$ cat config.mk
export PLATFORM = sky130hd
export DESIGN_NAME = regfile_wport_arbiter_flat
export DESIGN_NICKNAME = d
export VERILOG_FILES = /design/src/rtl/regfile_wport_arbiter_if.sv /design/src/rtl/regfile_wport_arbiter.sv /design/src/flat_wrapper.sv
export SDC_FILE = /design/constraint.sdc
export NUM_CORES = 1
export LEC_CHECK = 0
export ABC_AREA = 1
export CAP_MARGIN = 5
export CORE_MARGIN = 3
export CORE_UTILIZATION = 30
export CTS_CLUSTER_DIAMETER = 50
export CTS_CLUSTER_SIZE = 8
export DETAILED_ROUTE_END_ITERATION = 8
export DONT_BUFFER_PORTS = 1
export PLACE_DENSITY = 0.53
export RECOVER_POWER = 100
export SYNTH_ARGS = -nofsm -noshare
export SYNTH_HDL_FRONTEND = slang
export SYNTH_SLANG_ARGS = --single-unit
$ cat constraint.sdc
create_clock -name clk -period 3.5 [get_ports clk]
set_clock_uncertainty 0.15 [all_clocks]
set_input_delay 0.525 -clock clk [delete_from_list [all_inputs] [get_ports clk]]
set_output_delay 0.525 -clock clk [all_outputs]
set_load 0.05 [all_outputs]
$ cat src/rtl/regfile_wport_arbiter_if.sv
// rtl/regfile_wport_arbiter_if.sv - CPU/debug request side and register file write-port side of the arbiter
interface regfile_wport_arbiter_if #(
   parameter int DATA_W = 32,
   parameter int ADDR_W = 5
);
   logic              cpu_we;
   logic [ADDR_W-1:0] cpu_waddr;
   logic [DATA_W-1:0] cpu_wdata;
   logic              cpu_stall;
   logic              dbg_req;
   logic [ADDR_W-1:0] dbg_waddr;
   logic [DATA_W-1:0] dbg_wdata;
   logic              dbg_gnt;
   logic              rf_we;
   logic [ADDR_W-1:0] rf_waddr;
   logic [DATA_W-1:0] rf_wdata;
   logic              busy;

   modport master (
      output cpu_we, cpu_waddr, cpu_wdata, dbg_req, dbg_waddr, dbg_wdata,
      input  cpu_stall, dbg_gnt, rf_we, rf_waddr, rf_wdata, busy
   );

   modport slave (
      input  cpu_we, cpu_waddr, cpu_wdata, dbg_req, dbg_waddr, dbg_wdata,
      output cpu_stall, dbg_gnt, rf_we, rf_waddr, rf_wdata, busy
   );
endinterface

$ cat src/rtl/regfile_wport_arbiter.sv
// rtl/regfile_wport_arbiter.sv - zero-fills the register file after reset, then arbitrates its write port
module regfile_wport_arbiter #(
   parameter int DATA_W       = 32,
   parameter int ADDR_W       = 5,
   parameter int STARVE_LIMIT = 4
) (
   input logic                   clk,
   input logic                   rst,
   regfile_wport_arbiter_if.slave bus
);
   localparam int CNT_W = $clog2(STARVE_LIMIT + 1);

   typedef enum logic [1:0] {CLEAR, RUN, FORCE} state_t;

   state_t            state, state_nxt;
   logic [ADDR_W-1:0] clr_cnt, clr_nxt;
   logic [CNT_W-1:0]  wait_cnt, wait_nxt;

   logic              rf_we, cpu_stall, dbg_gnt, busy;
   logic [ADDR_W-1:0] rf_waddr;
   logic [DATA_W-1:0] rf_wdata;

   always_ff @(posedge clk) begin
      if (rst) begin
         state    <= CLEAR;
         clr_cnt  <= '0;
         wait_cnt <= '0;
      end else begin
         state    <= state_nxt;
         clr_cnt  <= clr_nxt;
         wait_cnt <= wait_nxt;
      end
   end

   always_comb begin
      state_nxt = state;
      clr_nxt   = clr_cnt;
      wait_nxt  = wait_cnt;
      rf_we     = 1'b0;
      rf_waddr  = '0;
      rf_wdata  = '0;
      cpu_stall = 1'b0;
      dbg_gnt   = 1'b0;
      busy      = 1'b0;
      case (state)
         CLEAR: begin
            rf_we     = 1'b1;
            rf_waddr  = clr_cnt;
            busy      = 1'b1;
            cpu_stall = 1'b1;
            clr_nxt   = clr_cnt + 1'b1;
            if (clr_cnt == {ADDR_W{1'b1}}) state_nxt = RUN;
         end
         RUN: begin
            if (bus.cpu_we) begin
               // r0 is hardwired zero: the write is accepted but never reaches the file
               rf_we    = (bus.cpu_waddr != '0);
               rf_waddr = bus.cpu_waddr;
               rf_wdata = bus.cpu_wdata;
               if (bus.dbg_req) begin
                  wait_nxt = wait_cnt + 1'b1;
                  if (wait_cnt == CNT_W'(STARVE_LIMIT - 1)) state_nxt = FORCE;
               end else begin
                  wait_nxt = '0;
               end
            end else begin
               wait_nxt = '0;
               if (bus.dbg_req) begin
                  dbg_gnt  = 1'b1;
                  rf_we    = (bus.dbg_waddr != '0);
                  rf_waddr = bus.dbg_waddr;
                  rf_wdata = bus.dbg_wdata;
               end
            end
         end
         FORCE: begin
            cpu_stall = 1'b1;
            state_nxt = RUN;
            wait_nxt  = '0;
            if (bus.dbg_req) begin
               dbg_gnt  = 1'b1;
               rf_we    = (bus.dbg_waddr != '0);
               rf_waddr = bus.dbg_waddr;
               rf_wdata = bus.dbg_wdata;
            end
         end
         default: state_nxt = CLEAR;
      endcase
      if (rst) begin
         rf_we     = 1'b0;
         busy      = 1'b1;
         cpu_stall = 1'b1;
         dbg_gnt   = 1'b0;
      end
   end

   assign bus.rf_we     = rf_we;
   assign bus.rf_waddr  = rf_waddr;
   assign bus.rf_wdata  = rf_wdata;
   assign bus.cpu_stall = cpu_stall;
   assign bus.dbg_gnt   = dbg_gnt;
   assign bus.busy      = busy;
endmodule

$ cat src/flat_wrapper.sv
// flat-port wrapper written by rule: the top's interface ports become plain ports
module regfile_wport_arbiter_flat 
#(
   parameter int DATA_W       = 32,
   parameter int ADDR_W       = 5,
   parameter int STARVE_LIMIT = 4
)
  (clk, rst, bus_cpu_we, bus_cpu_waddr, bus_cpu_wdata, bus_dbg_req, bus_dbg_waddr, bus_dbg_wdata, bus_cpu_stall, bus_dbg_gnt, bus_rf_we, bus_rf_waddr, bus_rf_wdata, bus_busy);
  regfile_wport_arbiter_if #(.DATA_W(DATA_W), .ADDR_W(ADDR_W)) bus_i ();
  input logic clk;
  input logic rst;
  input wire logic [$bits(bus_i.cpu_we)-1:0] bus_cpu_we;
  input wire logic [$bits(bus_i.cpu_waddr)-1:0] bus_cpu_waddr;
  input wire logic [$bits(bus_i.cpu_wdata)-1:0] bus_cpu_wdata;
  input wire logic [$bits(bus_i.dbg_req)-1:0] bus_dbg_req;
  input wire logic [$bits(bus_i.dbg_waddr)-1:0] bus_dbg_waddr;
  input wire logic [$bits(bus_i.dbg_wdata)-1:0] bus_dbg_wdata;
  output wire logic [$bits(bus_i.cpu_stall)-1:0] bus_cpu_stall;
  output wire logic [$bits(bus_i.dbg_gnt)-1:0] bus_dbg_gnt;
  output wire logic [$bits(bus_i.rf_we)-1:0] bus_rf_we;
  output wire logic [$bits(bus_i.rf_waddr)-1:0] bus_rf_waddr;
  output wire logic [$bits(bus_i.rf_wdata)-1:0] bus_rf_wdata;
  output wire logic [$bits(bus_i.busy)-1:0] bus_busy;
  assign bus_i.cpu_we = bus_cpu_we;
  assign bus_i.cpu_waddr = bus_cpu_waddr;
  assign bus_i.cpu_wdata = bus_cpu_wdata;
  assign bus_i.dbg_req = bus_dbg_req;
  assign bus_i.dbg_waddr = bus_dbg_waddr;
  assign bus_i.dbg_wdata = bus_dbg_wdata;
  assign bus_cpu_stall = bus_i.cpu_stall;
  assign bus_dbg_gnt = bus_i.dbg_gnt;
  assign bus_rf_we = bus_i.rf_we;
  assign bus_rf_waddr = bus_i.rf_waddr;
  assign bus_rf_wdata = bus_i.rf_wdata;
  assign bus_busy = bus_i.busy;
  regfile_wport_arbiter #(.DATA_W(DATA_W), .ADDR_W(ADDR_W), .STARVE_LIMIT(STARVE_LIMIT)) u_core (.clk(clk), .rst(rst), .bus(bus_i));
endmodule
==> flow_metrics.py <==
metrics = {
    "placed_design": {
        "postPlaceCellArea_mm2": 0.00155,
        "place_ws_ps": 934,
        "port-buffer-count": 0,
        "dpl.hpwl_mm": 3.20,
        "gp_congestion": 0.785,
    },
    "clock_network": {
        "cts.sinks": 10,
        "clock-root-buffer": "clkbuf_8",
        "clk_pin_slew_ps": 50,
        "clk_path_buf_depth": 2,
        "insertion_delay_ps": 250,
        "htreeDepth": 1,
        "cts_resized": 0,
        "cts_tree": "yes",
        "post_cts_buffers": 0,
        "holdBufCountCts": 0,
        "cts_made_buffers": 3,
    },
    "floorplanning": {
        "num_rows": 23,
        "pin_count": 119,
        "core_mm2": 0.00406,
        "die_y_um": 71.3,
        "die_w_um": 71.3,
        "start_util_pct": 31.5,
        "die_area_mm2": 0.00508,
    },
    "power": {
        "p_comb_share_pct": 77.4,
        "p_leak_uw": 0.000548,
        "clockPowerShare_pct": 10.6,
        "ir_worst_vdd_mv": 0.470,
        "power_switching_uw": 935,
        "p_sw_share_pct": 66.2,
        "seqPwrFrac_pct": 12.0,
        "intPower_uw": 478,
        "power_density_mw_per_mm2": 938,
    },
    "setup_path": {
        "required_ps": 2820,
        "worstPathArrival_ps": 2380,
        "path_max_fanout": 38,
        "criticalPathCategory": "flip-flop to primary output",
        "r2r_slack_ps": 1800,
        "end_kind": "primary output",
        "start_kind": "flip-flop",
    },
    "synth": {
        "yosysSeqAreaShare_pct": 15.7,
        "yosysTopAreaCell": "nand2_1",
        "synthesis.nets": 311,
        "synthDistinctLibCells": 22,
        "ys_ff_latch": 10,
        "syn_inst": 225,
        "syn_area_per_cell_um2": 5.68,
        "netlist.area_leader.share_pct": 23.5,
        "postSynth.asyncResetShare_pct": 0,
        "yosysMostFrequentCell": "nand2_1",
        "synth-edff-count": 0,
        "synth_ff_type": "dfxtp_1",
        "synthTopCellsByCount": "nand2_1, a21oi_1, nor2_1, inv_1",
        "yosys-top-cells-area": "nand2_1, dfxtp_1, a21oi_1",
        "ys.warnings.count": 0,
        "synthesis.area_mm2": 0.00128,
    },
    "global_route": {
        "grt_use_total_pct": 15.6,
        "antenna_found_initial": 0,
        "grt_overflow": 0,
        "grt_max_degree": 39,
        "grt_pass1_wl_mm": 6.47,
        "grt_pass1_vias": 1494,
    },
    "layout": {
        "seq_area_um2": 200,
        "area_growth_pct": 17.9,
        "fin_area_mm2": 0.00151,
        "final_nets": 343,
        "drive_above_1_share_pct": 16.4,
        "diodes": 0,
        "multi_input_area_um2": 926,
        "fillCellCount": 482,
    },
    "sta": {
        "whs_ps": 190,
        "hold_violations": 0,
        "fmax_ghz": 0.328,
        "final-setup-viol-count": 0,
        "final.period_utilization_pct": 87.2,
        "fin_tns_setup_ps": 0,
        "rsz0062_at_grt": "false",
        "fin_crit_ps": 3050,
        "final_max_slew_viol_count": 0,
        "fin_ws_ps": 447,
        "tightest_slew_ps": 741,
        "relSlewSlack_pct": 50.4,
    },
    "drt": {
        "drc": 0,
        "vias": 1527,
        "routed_wl_mm": 4.04,
        "wl_per_cell_um": 13.2,
        "viasPerCell": 4.99,
        "dr.pass1.iters": 4,
        "drt_iter0_markers": 48,
        "drtAntennaViolNets": 0,
    },
    "flow_run": {
        "cap_violations": 0,
    },
    "hold_path": {
        "hold_class": "input pin to flip-flop",
    },
    "status": {
        "status": "complete, no violations",
    },
}
[metal layers]
layer | track usage (%) | vias up | part of all wire [%]
met5 | 0 | - | 0
met4 | 6.89 | 0 | 1.5
met3 | 4.07 | 5 | 11
met2 | 29.2 | 62 | 50
met1 | 16.0 | 679 | 38
li1 | - | 781 | -
[layout make-up]
| cell class | count | share of cell area [%] |
|---|---|---|
| sequential | 10 | 13.3 |
| multi-input combinational | 185 | 61.5 |
| clock buffer | 4 | 3.65 |
| timing repair buffer | 39 | 13.0 |
| inverter | 18 | 4.49 |
| tap | 50 | 4.15 |
[critical path, cell delays in order (launching register included)]
cell      delay [ps]
dfxtp_1          320
inv_1             90
ha_1             260
nand3_2          120
nand2_2          560
nand2_1          100
a21oi_1          170
clkbuf_1         500
[path summary, 6_finish.rpt]
check             cells past startpoint          startpoint                 end
setup reg to reg                      6     u_core.state[0]  u_core.wait_cnt[0]
setup / recovery                      7     u_core.state[1]    bus_rf_wdata[26]
hold reg to reg                       2  u_core.wait_cnt[1]  u_core.wait_cnt[1]
hold / removal                        1                 rst  u_core.wait_cnt[1]
[flip-flops by register name, indices dropped and copies added (netlist names)]
register / cells
u_core.clr_cnt: 5
u_core.wait_cnt: 3
u_core.state: 2
[per-stage QoR]
step                      util, %  cells  total power [uW]
after floorplan                 -    225              1110
after global placement       38.2    302              1330
after detailed placement     38.2    302              1340
after CTS                    39.5    306              1490
after global routing         37.1    306              1550
final                        37.1    306              1410
[power groups by stage]
stage	clock network, uW	registers (uW)	logic, uW
3_5_place_dp	0	173	1160
6_report	149	170	1090
5_1_grt	158	174	1210
2_1_floorplan	0	167	945
3_3_place_gp	0	171	1160
4_1_cts	153	170	1160
[logic make-up after synthesis]
family | Yosys count | share of synthesized area, %
compound gates | 52 | 23.8
fa+ha+maj | 8 | 7.84
flops | 10 | 15.7
simple gates | 125 | 40.8
buf+inv | 30 | 11.8
[layout by cell type (no fill, tap or decap), drive strengths merged]
cell | Yosys | routed
a21oi | 45 | 45
buf | 9 | 13
clkbuf | 3 | 30
clkinv | 1 | 1
dfxtp | 10 | 10
ha | 8 | 8
inv | 17 | 17
nand2 | 91 | 91
nand3 | 6 | 6
nand4 | 2 | 2
nor2 | 21 | 21
nor3 | 4 | 4
o21a | 1 | 1
o21ai | 6 | 6
or2 | 1 | 1
(Power assumes the default switching activity.)
